### src/rtl/sec_csa_acc_pkg.sv
// Shared definitions for the masked carry-save accumulator: FSM states,
// share-slice helpers and the per-share shift-by-one used on the carry vector.
package sec_csa_acc_pkg;

  typedef enum logic [1:0] {
    ST_IDLE = 2'd0,
    ST_COMP = 2'd1,
    ST_WAIT = 2'd2,
    ST_DONE = 2'd3
  } state_t;

  // Low bit index of share i in a vector of k-bit shares.
  function automatic int share_lo(input int i, input int k);
    return i * k;
  endfunction

  // Randomness word used for the ordered share pair (i, j), i != j.
  function automatic int pair_idx(input int i, input int j, input int n);
    return i * (n - 1) + ((j < i) ? j : j - 1);
  endfunction

  // One bit of a per-share left shift: each share's LSB takes 0, and the
  // bit below the share boundary (the previous share's MSB) is dropped.
  function automatic logic shl1_bit(input int idx, input int k, input logic lower);
    return ((idx % k) == 0) ? 1'b0 : lower;
  endfunction

endpackage

### src/rtl/sec_csa_acc_secand.sv
// SecAND masked AND gadget with one cycle of latency.
// Every cross-domain product is re-randomised and registered before share compression.
module sec_csa_acc_secand
  import sec_csa_acc_pkg::*;
#(
  parameter int K_WIDTH  = 32,
  parameter int N_SHARES = 3,
  localparam int MASKWIDTH = K_WIDTH * N_SHARES,
  localparam int RANDNUM   = N_SHARES * (N_SHARES - 1)
) (
  input  logic                         clk,
  input  logic                         rst,
  input  logic [MASKWIDTH-1:0]         a,
  input  logic [MASKWIDTH-1:0]         b,
  input  logic [K_WIDTH*RANDNUM-1:0]   rnd,
  output logic [MASKWIDTH-1:0]         q
);

  logic [K_WIDTH-1:0] term_d [N_SHARES][N_SHARES];
  logic [K_WIDTH-1:0] term_q [N_SHARES][N_SHARES];

  // Terms (i,j) and (j,i) carry the same pair of random words, so the
  // randomness cancels in the recombined product but never within one share.
  always_comb begin
    for (int i = 0; i < N_SHARES; i++) begin
      for (int j = 0; j < N_SHARES; j++) begin
        term_d[i][j] = a[share_lo(i, K_WIDTH) +: K_WIDTH] & b[share_lo(j, K_WIDTH) +: K_WIDTH];
        if (i != j) begin
          term_d[i][j] = term_d[i][j]
                       ^ rnd[pair_idx(i, j, N_SHARES) * K_WIDTH +: K_WIDTH]
                       ^ rnd[pair_idx(j, i, N_SHARES) * K_WIDTH +: K_WIDTH];
        end
      end
    end
  end

  always_ff @(posedge clk or posedge rst) begin
    if (rst) begin
      for (int i = 0; i < N_SHARES; i++) begin
        for (int j = 0; j < N_SHARES; j++) begin
          term_q[i][j] <= '0;
        end
      end
    end else begin
      term_q <= term_d;
    end
  end

  always_comb begin
    q = '0;
    for (int i = 0; i < N_SHARES; i++) begin
      for (int j = 0; j < N_SHARES; j++) begin
        q[share_lo(i, K_WIDTH) +: K_WIDTH] = q[share_lo(i, K_WIDTH) +: K_WIDTH] ^ term_q[i][j];
      end
    end
  end

endmodule

### src/rtl/sec_csa_acc.sv
// Boolean-masked carry-save accumulator, one operand per two cycles.
// Optional output share refresh is enabled by defining SEC_CSA_ACC_REFRESH_EN.
module sec_csa_acc
  import sec_csa_acc_pkg::*;
#(
  parameter int K_WIDTH  = 32,
  parameter int N_SHARES = 3,
  parameter int MAX_OPS  = 8,
  localparam int MASKWIDTH = K_WIDTH * N_SHARES,
  localparam int RANDNUM   = N_SHARES * (N_SHARES - 1),
  localparam int CNT_W     = $clog2(MAX_OPS + 1)
) (
  input  logic                         clk,
  input  logic                         rst,
  input  logic                         in_valid,
  output logic                         in_ready,
  input  logic [MASKWIDTH-1:0]         in_data,
  input  logic                         in_last,
  input  logic [K_WIDTH*RANDNUM-1:0]   rnd,
`ifdef SEC_CSA_ACC_REFRESH_EN
  input  logic [2*K_WIDTH*(N_SHARES-1)-1:0] rnd_ref,
`endif
  output logic                         out_valid,
  input  logic                         out_ready,
  output logic [MASKWIDTH-1:0]         out_s,
  output logic [MASKWIDTH-1:0]         out_c,
  output logic [CNT_W-1:0]             out_cnt
);

  state_t state, state_nxt;

  logic [MASKWIDTH-1:0] s_q, c_q, s_nxt, c_nxt;
  logic [MASKWIDTH-1:0] sum_q, s_dly;
  logic [MASKWIDTH-1:0] a_w, t_w, and_q, carry_pre, carry_sh;
  logic [CNT_W-1:0]     cnt_q, cnt_nxt, cnt_inc;
  logic                 last_dly, issue, wait_done;

  assign a_w       = s_q ^ c_q;
  assign t_w       = s_q ^ in_data;
  assign issue     = (state == ST_COMP) && in_valid;
  assign cnt_inc   = cnt_q + 1'b1;
  assign wait_done = last_dly || (cnt_inc == CNT_W'(MAX_OPS));

  // carry = maj(s, c, x) = (s^c)&(s^x) ^ s, with the AND done in the masked domain
  sec_csa_acc_secand #(
    .K_WIDTH  (K_WIDTH),
    .N_SHARES (N_SHARES)
  ) u_secand (
    .clk (clk),
    .rst (rst),
    .a   (a_w),
    .b   (t_w),
    .rnd (rnd),
    .q   (and_q)
  );

  assign carry_pre = s_dly ^ and_q;

  for (genvar b = 0; b < MASKWIDTH; b++) begin : g_shl
    assign carry_sh[b] = shl1_bit(b, K_WIDTH, carry_pre[(b + MASKWIDTH - 1) % MASKWIDTH]);
  end

  always_comb begin
    state_nxt = state;
    in_ready  = 1'b0;
    out_valid = 1'b0;
    case (state)
      ST_IDLE: begin
        in_ready = 1'b1;
        if (in_valid) state_nxt = in_last ? ST_DONE : ST_COMP;
      end
      ST_COMP: begin
        in_ready = 1'b1;
        if (in_valid) state_nxt = ST_WAIT;
      end
      ST_WAIT: begin
        state_nxt = wait_done ? ST_DONE : ST_COMP;
      end
      ST_DONE: begin
        out_valid = 1'b1;
        if (out_ready) state_nxt = ST_IDLE;
      end
      default: state_nxt = ST_IDLE;
    endcase
  end

  always_comb begin
    s_nxt   = s_q;
    c_nxt   = c_q;
    cnt_nxt = cnt_q;
    if (state == ST_IDLE && in_valid) begin
      s_nxt   = in_data;
      c_nxt   = '0;
      cnt_nxt = CNT_W'(1);
    end else if (state == ST_WAIT) begin
      s_nxt   = sum_q;
      c_nxt   = carry_sh;
      cnt_nxt = cnt_inc;
    end
  end

  always_ff @(posedge clk or posedge rst) begin
    if (rst) begin
      state <= ST_IDLE;
      s_q   <= '0;
      c_q   <= '0;
      cnt_q <= '0;
    end else begin
      state <= state_nxt;
      s_q   <= s_nxt;
      c_q   <= c_nxt;
      cnt_q <= cnt_nxt;
    end
  end

  always_ff @(posedge clk or posedge rst) begin
    if (rst) begin
      sum_q    <= '0;
      s_dly    <= '0;
      last_dly <= 1'b0;
    end else if (issue) begin
      sum_q    <= a_w ^ in_data;
      s_dly    <= s_q;
      last_dly <= in_last;
    end
  end

  assign out_cnt = cnt_q;

`ifdef SEC_CSA_ACC_REFRESH_EN
  logic [MASKWIDTH-1:0] ref_s, ref_c, out_s_q, out_c_q;
  logic                 done_entry;

  assign done_entry = (state_nxt == ST_DONE) && (state != ST_DONE);

  // Last share absorbs the XOR of all refresh words so the recombined value is unchanged.
  always_comb begin
    ref_s = '0;
    ref_c = '0;
    for (int j = 0; j < N_SHARES - 1; j++) begin
      ref_s[share_lo(j, K_WIDTH) +: K_WIDTH] = rnd_ref[share_lo(j, K_WIDTH) +: K_WIDTH];
      ref_c[share_lo(j, K_WIDTH) +: K_WIDTH] = rnd_ref[share_lo(j + N_SHARES - 1, K_WIDTH) +: K_WIDTH];
      ref_s[share_lo(N_SHARES - 1, K_WIDTH) +: K_WIDTH] = ref_s[share_lo(N_SHARES - 1, K_WIDTH) +: K_WIDTH]
                                                        ^ rnd_ref[share_lo(j, K_WIDTH) +: K_WIDTH];
      ref_c[share_lo(N_SHARES - 1, K_WIDTH) +: K_WIDTH] = ref_c[share_lo(N_SHARES - 1, K_WIDTH) +: K_WIDTH]
                                                        ^ rnd_ref[share_lo(j + N_SHARES - 1, K_WIDTH) +: K_WIDTH];
    end
  end

  always_ff @(posedge clk or posedge rst) begin
    if (rst) begin
      out_s_q <= '0;
      out_c_q <= '0;
    end else if (done_entry) begin
      out_s_q <= s_nxt ^ ref_s;
      out_c_q <= c_nxt ^ ref_c;
    end
  end

  assign out_s = out_s_q;
  assign out_c = out_c_q;
`else
  assign out_s = s_q;
  assign out_c = c_q;
`endif

endmodule

### config.mk
export PLATFORM = sky130hd
export DESIGN_NAME = sec_csa_acc
export DESIGN_NICKNAME = d
export VERILOG_FILES = /design/src/rtl/sec_csa_acc_pkg.sv /design/src/rtl/sec_csa_acc_secand.sv /design/src/rtl/sec_csa_acc.sv
export SDC_FILE = /design/constraint.sdc
export NUM_CORES = 2
export LEC_CHECK = 0
export CAP_MARGIN = 15
export CORE_AREA = 2 2 304 306
export DETAILED_ROUTE_END_ITERATION = 10
export DIE_AREA = 0 0 306 308
export PLACE_DENSITY = 0.68
export SLEW_MARGIN = 20
export SYNTH_ARGS = -nofsm -noshare
export SYNTH_HDL_FRONTEND = slang
export SYNTH_SLANG_ARGS = --single-unit
### constraint.sdc
create_clock -name clk -period 26.4 [get_ports clk]
set_input_delay 3.96 -clock clk [delete_from_list [all_inputs] [get_ports clk]]
set_output_delay 3.96 -clock clk [all_outputs]
set_load 0.02 [all_outputs]
# ---- Yosys cells after proc, flatten, opt, wreduce, memory -nomap -nowiden
# Index checks and enable logic that the tools add are counted.
dict set report op_classes {
  muxes 14
  bitwise 31
  n_eq_ne 7
  reduce_logical 7
  addsub 1
}
# cell count
set op_table {}
lappend op_table {{2-to-1 mux 96 bit} 4}
lappend op_table {{bitwise XOR 32 bit} 12}
lappend op_table {{bitwise XOR 96 bit} 3}
lappend op_table {{AND 32 bit} 6}
lappend op_table {{bitwise XOR 31 bit} 6}
lappend op_table {{bitwise XOR 95 bit} 1}
lappend op_table {{AND 31 bit} 3}
lappend op_table {{2-to-1 mux 2 bit} 5}
lappend op_table {{2-to-1 mux 4 bit} 2}
lappend op_table {{case mux 2 bit (4 select lines)} 1}
lappend op_table {{!= test 2 bit (second input constant)} 3}
lappend op_table {{adder 4 x 1 -> 4 bit (second input constant)} 1}
lappend op_table {{== test 2 bit (second input constant)} 2}
lappend op_table {{== test 4 bit (second input constant)} 1}
lappend op_table {{AND reduction 3 bit} 1}
lappend op_table {{== test 2 x 1 -> 1 bit (second input constant)} 1}
lappend op_table {{logical AND 1 bit} 2}
lappend op_table {{zero test 2 bit} 1}
lappend op_table {{2-to-1 mux 1 bit} 2}
lappend op_table {{nonzero test 2 bit} 1}
lappend op_table {{OR reduction 2 bit} 1}
lappend op_table {{logical OR 1 bit} 1}
dict set report word_totals {
  inputBits 293
  reg_bits 675
  out_inout_bits 198
  wordCells 76
}

# ---- Depth between registers and ports, before layout
dict set report logic_depth {
  depth_word 5
  ltp_mapped 7
}

# ---- Hierarchy
# Synthesis repeated with hierarchy kept, for this count alone.
dict set report hier_totals {
  cells_unflattened 2707
  area_unflattened_um2 30943.4
}
# module area_per_inst_um2 n_inst cells_per_inst
set by_module_without_submodules {}
lappend by_module_without_submodules {sec_csa_acc 18207.5 1 1650}
lappend by_module_without_submodules {sec_csa_acc_secand 12736.0 1 1057}

# ---- Least setup slack after synthesis
# OpenSTA, ideal clock, no wires.
dict set report synth_timing {
  path_type {register to output}
  from {register state[1]}
  to {output port out_valid}
  t_arrival_ns 1.039
  slack_ns 21.401
  path_buffers 3
  stages_incl_launch_ff 5
  path_cell_list {dfrtp_1 > buf_4 > buf_2 > buf_2 > and2_1}
}
dict set report synth_between {
  elab_chain_len 2
}
# element line_no
set synth_lines {}
lappend synth_lines {{start, declared} sec_csa_acc.sv:30} ;# state_t state, state_nxt;
lappend synth_lines {{start signal, assigned} sec_csa_acc.sv:109} ;# state <= state_nxt;
lappend synth_lines {{== test 2 bit} sec_csa_acc.sv:67} ;# case (state)
lappend synth_lines {{2-to-1 mux 1 bit} sec_csa_acc.sv:67}
lappend synth_lines {{end, declared} sec_csa_acc.sv:23} ;# output logic out_valid,
# No other way between the ends.

# ---- Worst setup path after layout
dict set report layout_timing {
  from {input port in_valid}
  to {register s_q[23] (netlist: out_s[23])}
}
dict set report layout_between {
  elab_chain_len 2
  elab_cells_between_ends 3
  cone_classes {mux (1); reduce/logical (2)}
}
# element line_no
set layout_lines {}
lappend layout_lines {{start, declared} sec_csa_acc.sv:15} ;# input logic in_valid,
lappend layout_lines {{logical AND 1 bit (*)} sec_csa_acc.sv:91} ;# if (state == ST_IDLE && in_valid) begin
lappend layout_lines {{2-to-1 mux 96 bit / nonzero test 2 bit (equally long branches)} n/a}
lappend layout_lines {{end signal, assigned} sec_csa_acc.sv:110} ;# s_q <= s_nxt;
lappend layout_lines {{end, declared} sec_csa_acc.sv:32} ;# logic [MASKWIDTH-1:0] s_q, c_q, s_nxt, c_nxt;
# Mark *: on every way between the ends. The rest lies on a longest branch, timed or not.
# A chain may end at the register's enable or synchronous reset.

==> out/qor.yml <==
maxSlewViolCount: 0
wl_per_cell_um: 17.8
synth_edf_count: 0
seqPwrFrac_pct: 36.1
clkSlewWorstSetupHoldPaths_ns: 0.06
async_reset_ff_share_pct: 100
switchingPower_mw: 2.07
critical_path_class: "input port to register"
hold_buffers: 0
endpoint_kind: "register"
drive_gt1_share_pct: 6.64
critical_path.startpoint: "in_valid"
dp_hpwl_um: 51900
path_common_cell: "buf_4"
synth-seq-cells: 664
drc: 0
cts_resized: 0
relSlewSlack_pct: 31.7
nFillCells: 8488
place_congestion: 0.814
synth_xor_area_share_pct: 23.2
crit_path_start_kind: "input port"
ios: 491
placementRows: 111
ys.flop_type: "dfrtp_1"
cts_buffers: 75
swShare_pct: 37.9
die_area_um2: 94200
tns_ns: 0
area_growth_syn_to_layout_pct: 26.8
p_int_mw: 3.38
die_w_um: 306
synth_top_family_by_area: "XOR/XNOR gates"
p_clk_share_pct: 19.3
antenna_found_initial: 7
synth.distinct_cells: 33
leakage_nw: 15.6
cts_tree: "built"
synth_adder_area_share_pct: 0.159
tightest_slew_ns: 1.02
grt_pass1_vias: 21500
vias_per_cell: 4.75
final_net_count: 3536
dr.pass1.iters: 5
synth_simple_gate_area_share_pct: 7.71
fin_crit_ns: 6.49
setup_ws_ns: 19.91
cts.sinks: 664
synth.area.mux_share_pct: 6.85
antenna_left: 0
clock_tree.root_cell: "clkbuf_16"
synth-seq-area-share_pct: 52.7
finalHoldViolCount: 0
cp_slowest_cell: "buf_4"
fmax_ghz: 0.154
max_stage_delay_ns: 0.76
wirelength_um: 79600
critPathRequiredTime_ns: 26.91
cts_max_level: 3
peakVddDrop_v: 0.0000626
arrival_ns: 7.01
status: "finished clean"
cts_buffer_depth: 3
drt_iter0_markers: 1223
dp_slack_ns: 19.19
die_h_um: 308
grt_max_degree: 169
path_cells: "clkdlybuf4s50_1 -> buf_4 -> o21bai_4 -> buf_4 -> buf_4 -> nand2_1 -> o21ai_1"
clk_latency_ns: 0.62
period_share_pct: 24.6
cts_setup_buffers: 0
via_count: 21300
hold_class: "register to register"
grt_pass1_wl_um: 125000
yosysWarnings: 0
rr_startpoint: "state[0]$_DFFE_PP0P_"
synth_cells: 2750
setup_viol: 0
worstHoldStart: "sum_q[66]$_DFFE_PP0P_"
avgSynthCellArea_um2: 11.5
power_density_nw_per_um2: 136
fp.coreArea_um2: 91000
rsz0062_at_grt: "false"
syn_area_um2: 31500
synth-compound-area-share_pct: 7.44
skew_ns: 0.0269
io_buffers: 481
grt_overflow: 0
grt_usage_pct: 16.9
drv_cap: 0
start_util_pct: 34.6
critPathMaxFanout: 63
p_comb_share_pct: 44.6
-- logic make-up after synthesis --
logic type | after synthesis
DFF | 664
buffers and inverters | 95
AOI/OAI and AO/OA | 393
and+or+nand+nor | 573
adders and majority gates | 4
xor gates and xnor gates | 835
muxes | 185
other | 1
-- power by group through the flow --
stage                     Combinational [mW]  Clock, mW  Sequential (mW)
after detailed placement                2.45          0             1.99
after global placement                  2.41          0             1.97
after floorplan                         1.65          0             2.01
after global routing                    2.67       1.13             2.04
final                                   2.43       1.05             1.97
after CTS                               2.47       1.08             1.97
-- state kept, by name, summed over array words and instances (netlist names) --
signal	flops
last_dly	1
out_c	93
out_cnt	4
out_s	96
s_dly	93
state	2
sum_q	96
u_secand.term_q	279
-- synth_stat cells, types with 4 or more instances --
| cell type | count | share of area (%) |
|---|---|---|
| a22oi_1 | 96 | 2.3 |
| mux2_4 | 20 | 0.95 |
| o21ai_0 | 131 | 2.1 |
| ha_1 | 4 | 0.16 |
| mux2_1 | 108 | 3.9 |
| inv_1 | 6 | 0.071 |
| mux2_2 | 57 | 2.0 |
| o22ai_1 | 90 | 1.8 |
| buf_4 | 27 | 0.64 |
| nor2b_1 | 8 | 0.16 |
| dfrtp_1 | 664 | 53 |
| buf_2 | 21 | 0.33 |
| o21ai_1 | 68 | 1.1 |
| nor2_1 | 180 | 2.1 |
| nand2b_1 | 91 | 1.8 |
| xnor2_1 | 832 | 23 |
| nand2_1 | 287 | 3.4 |
| buf_6 | 14 | 0.50 |
| clkbuf_1 | 26 | 0.31 |
-- through the flow --
stage | cell area, µm² | util (%) | cells | power (mW) | hold slack, ns
final | 40000 | 43.9 | 4483 | 5.45 | 0.491
after floorplan | 31500 | - | 2752 | 3.67 | 0.450
after CTS | 39900 | 43.9 | 4482 | 5.52 | 0.494
after global placement | 37500 | 41.2 | 4348 | 4.38 | 0.465
after detailed placement | 37500 | 41.2 | 4348 | 4.43 | 0.480
after global routing | 40000 | 43.9 | 4483 | 5.84 | 0.501
-- cells in the final DEF, fill, tap and decap left out, types with 2 or more instances in the layout --
cell type	synthesis	final
a22oi_1	96	96
nor2b_1	8	7
dfrtp_1	664	662
bufinv_16	0	4
clkdlybuf4s50_1	0	481
xor2_1	3	3
clkinv_2	0	8
inv_1	6	5
a21oi_1	2	2
mux2_4	20	20
nand2_1	287	287
nor2_1	180	180
clkbuf_8	0	21
xnor2_1	832	832
o21ai_1	68	68
mux2_2	57	57
nand2b_1	91	90
buf_12	0	3
mux2_1	108	108
inv_6	0	3
clkbuf_16	0	76
o21ai_0	131	131
a21o_1	2	2
clkbuf_1	26	18
nand3_1	3	3
ha_1	4	4
o22ai_1	90	90
dfrtp_4	0	2
conb_1	1	3
buf_4	27	15
-- layer usage --
metal  vias to the layer above  share of wire, %  track usage, %
met2                       510                48            28.0
met5                         -             0.087               0
li1                      10100                 -               -
met3                       109               6.4            3.99
met4                        12               1.9            4.58
met1                     10600                43            22.0
-- cell type report --
type,instances,area [µm²],share of cell area (%)
diodes,1,2.50,0.00626
clock buffers,115,2260,5.65
clock inverters,19,239,0.598
inverters,6,30.0,0.0752
multi-input cells,1993,14300,35.9
flip-flops and latches,664,16600,41.6
well taps,1186,1480,3.71
repair buffers,499,4990,12.5
-- worst max-delay path, delay by kind of cell --
| kind | cells | cell delay, ns |
|---|---|---|
| buf+inv | 4 | 2.08 |
| simple gates | 1 | 0.10 |
| compound gates | 2 | 0.76 |
-- worst paths after layout --
path / endpoint / slack [ns] / cells past startpoint
worst min register to register: sum_q[66]$_DFFE_PP0P_ / 0.49 / 1
max in group asynchronous: out_s[76]$_DFFE_PP0P_ / 20.09 / 4
min in group asynchronous: u_secand.term_q[280]$_DFF_PP0_ / 3.93 / 2
worst max register to register: out_s[23]$_DFFE_PP0P_ / 22.53 / 6
worst min-delay path: sum_q[66]$_DFFE_PP0P_ / 0.49 / 1
worst max-delay path: out_s[23]$_DFFE_PP0P_ / 19.91 / 7
Power figures use the tool's default switching activity.
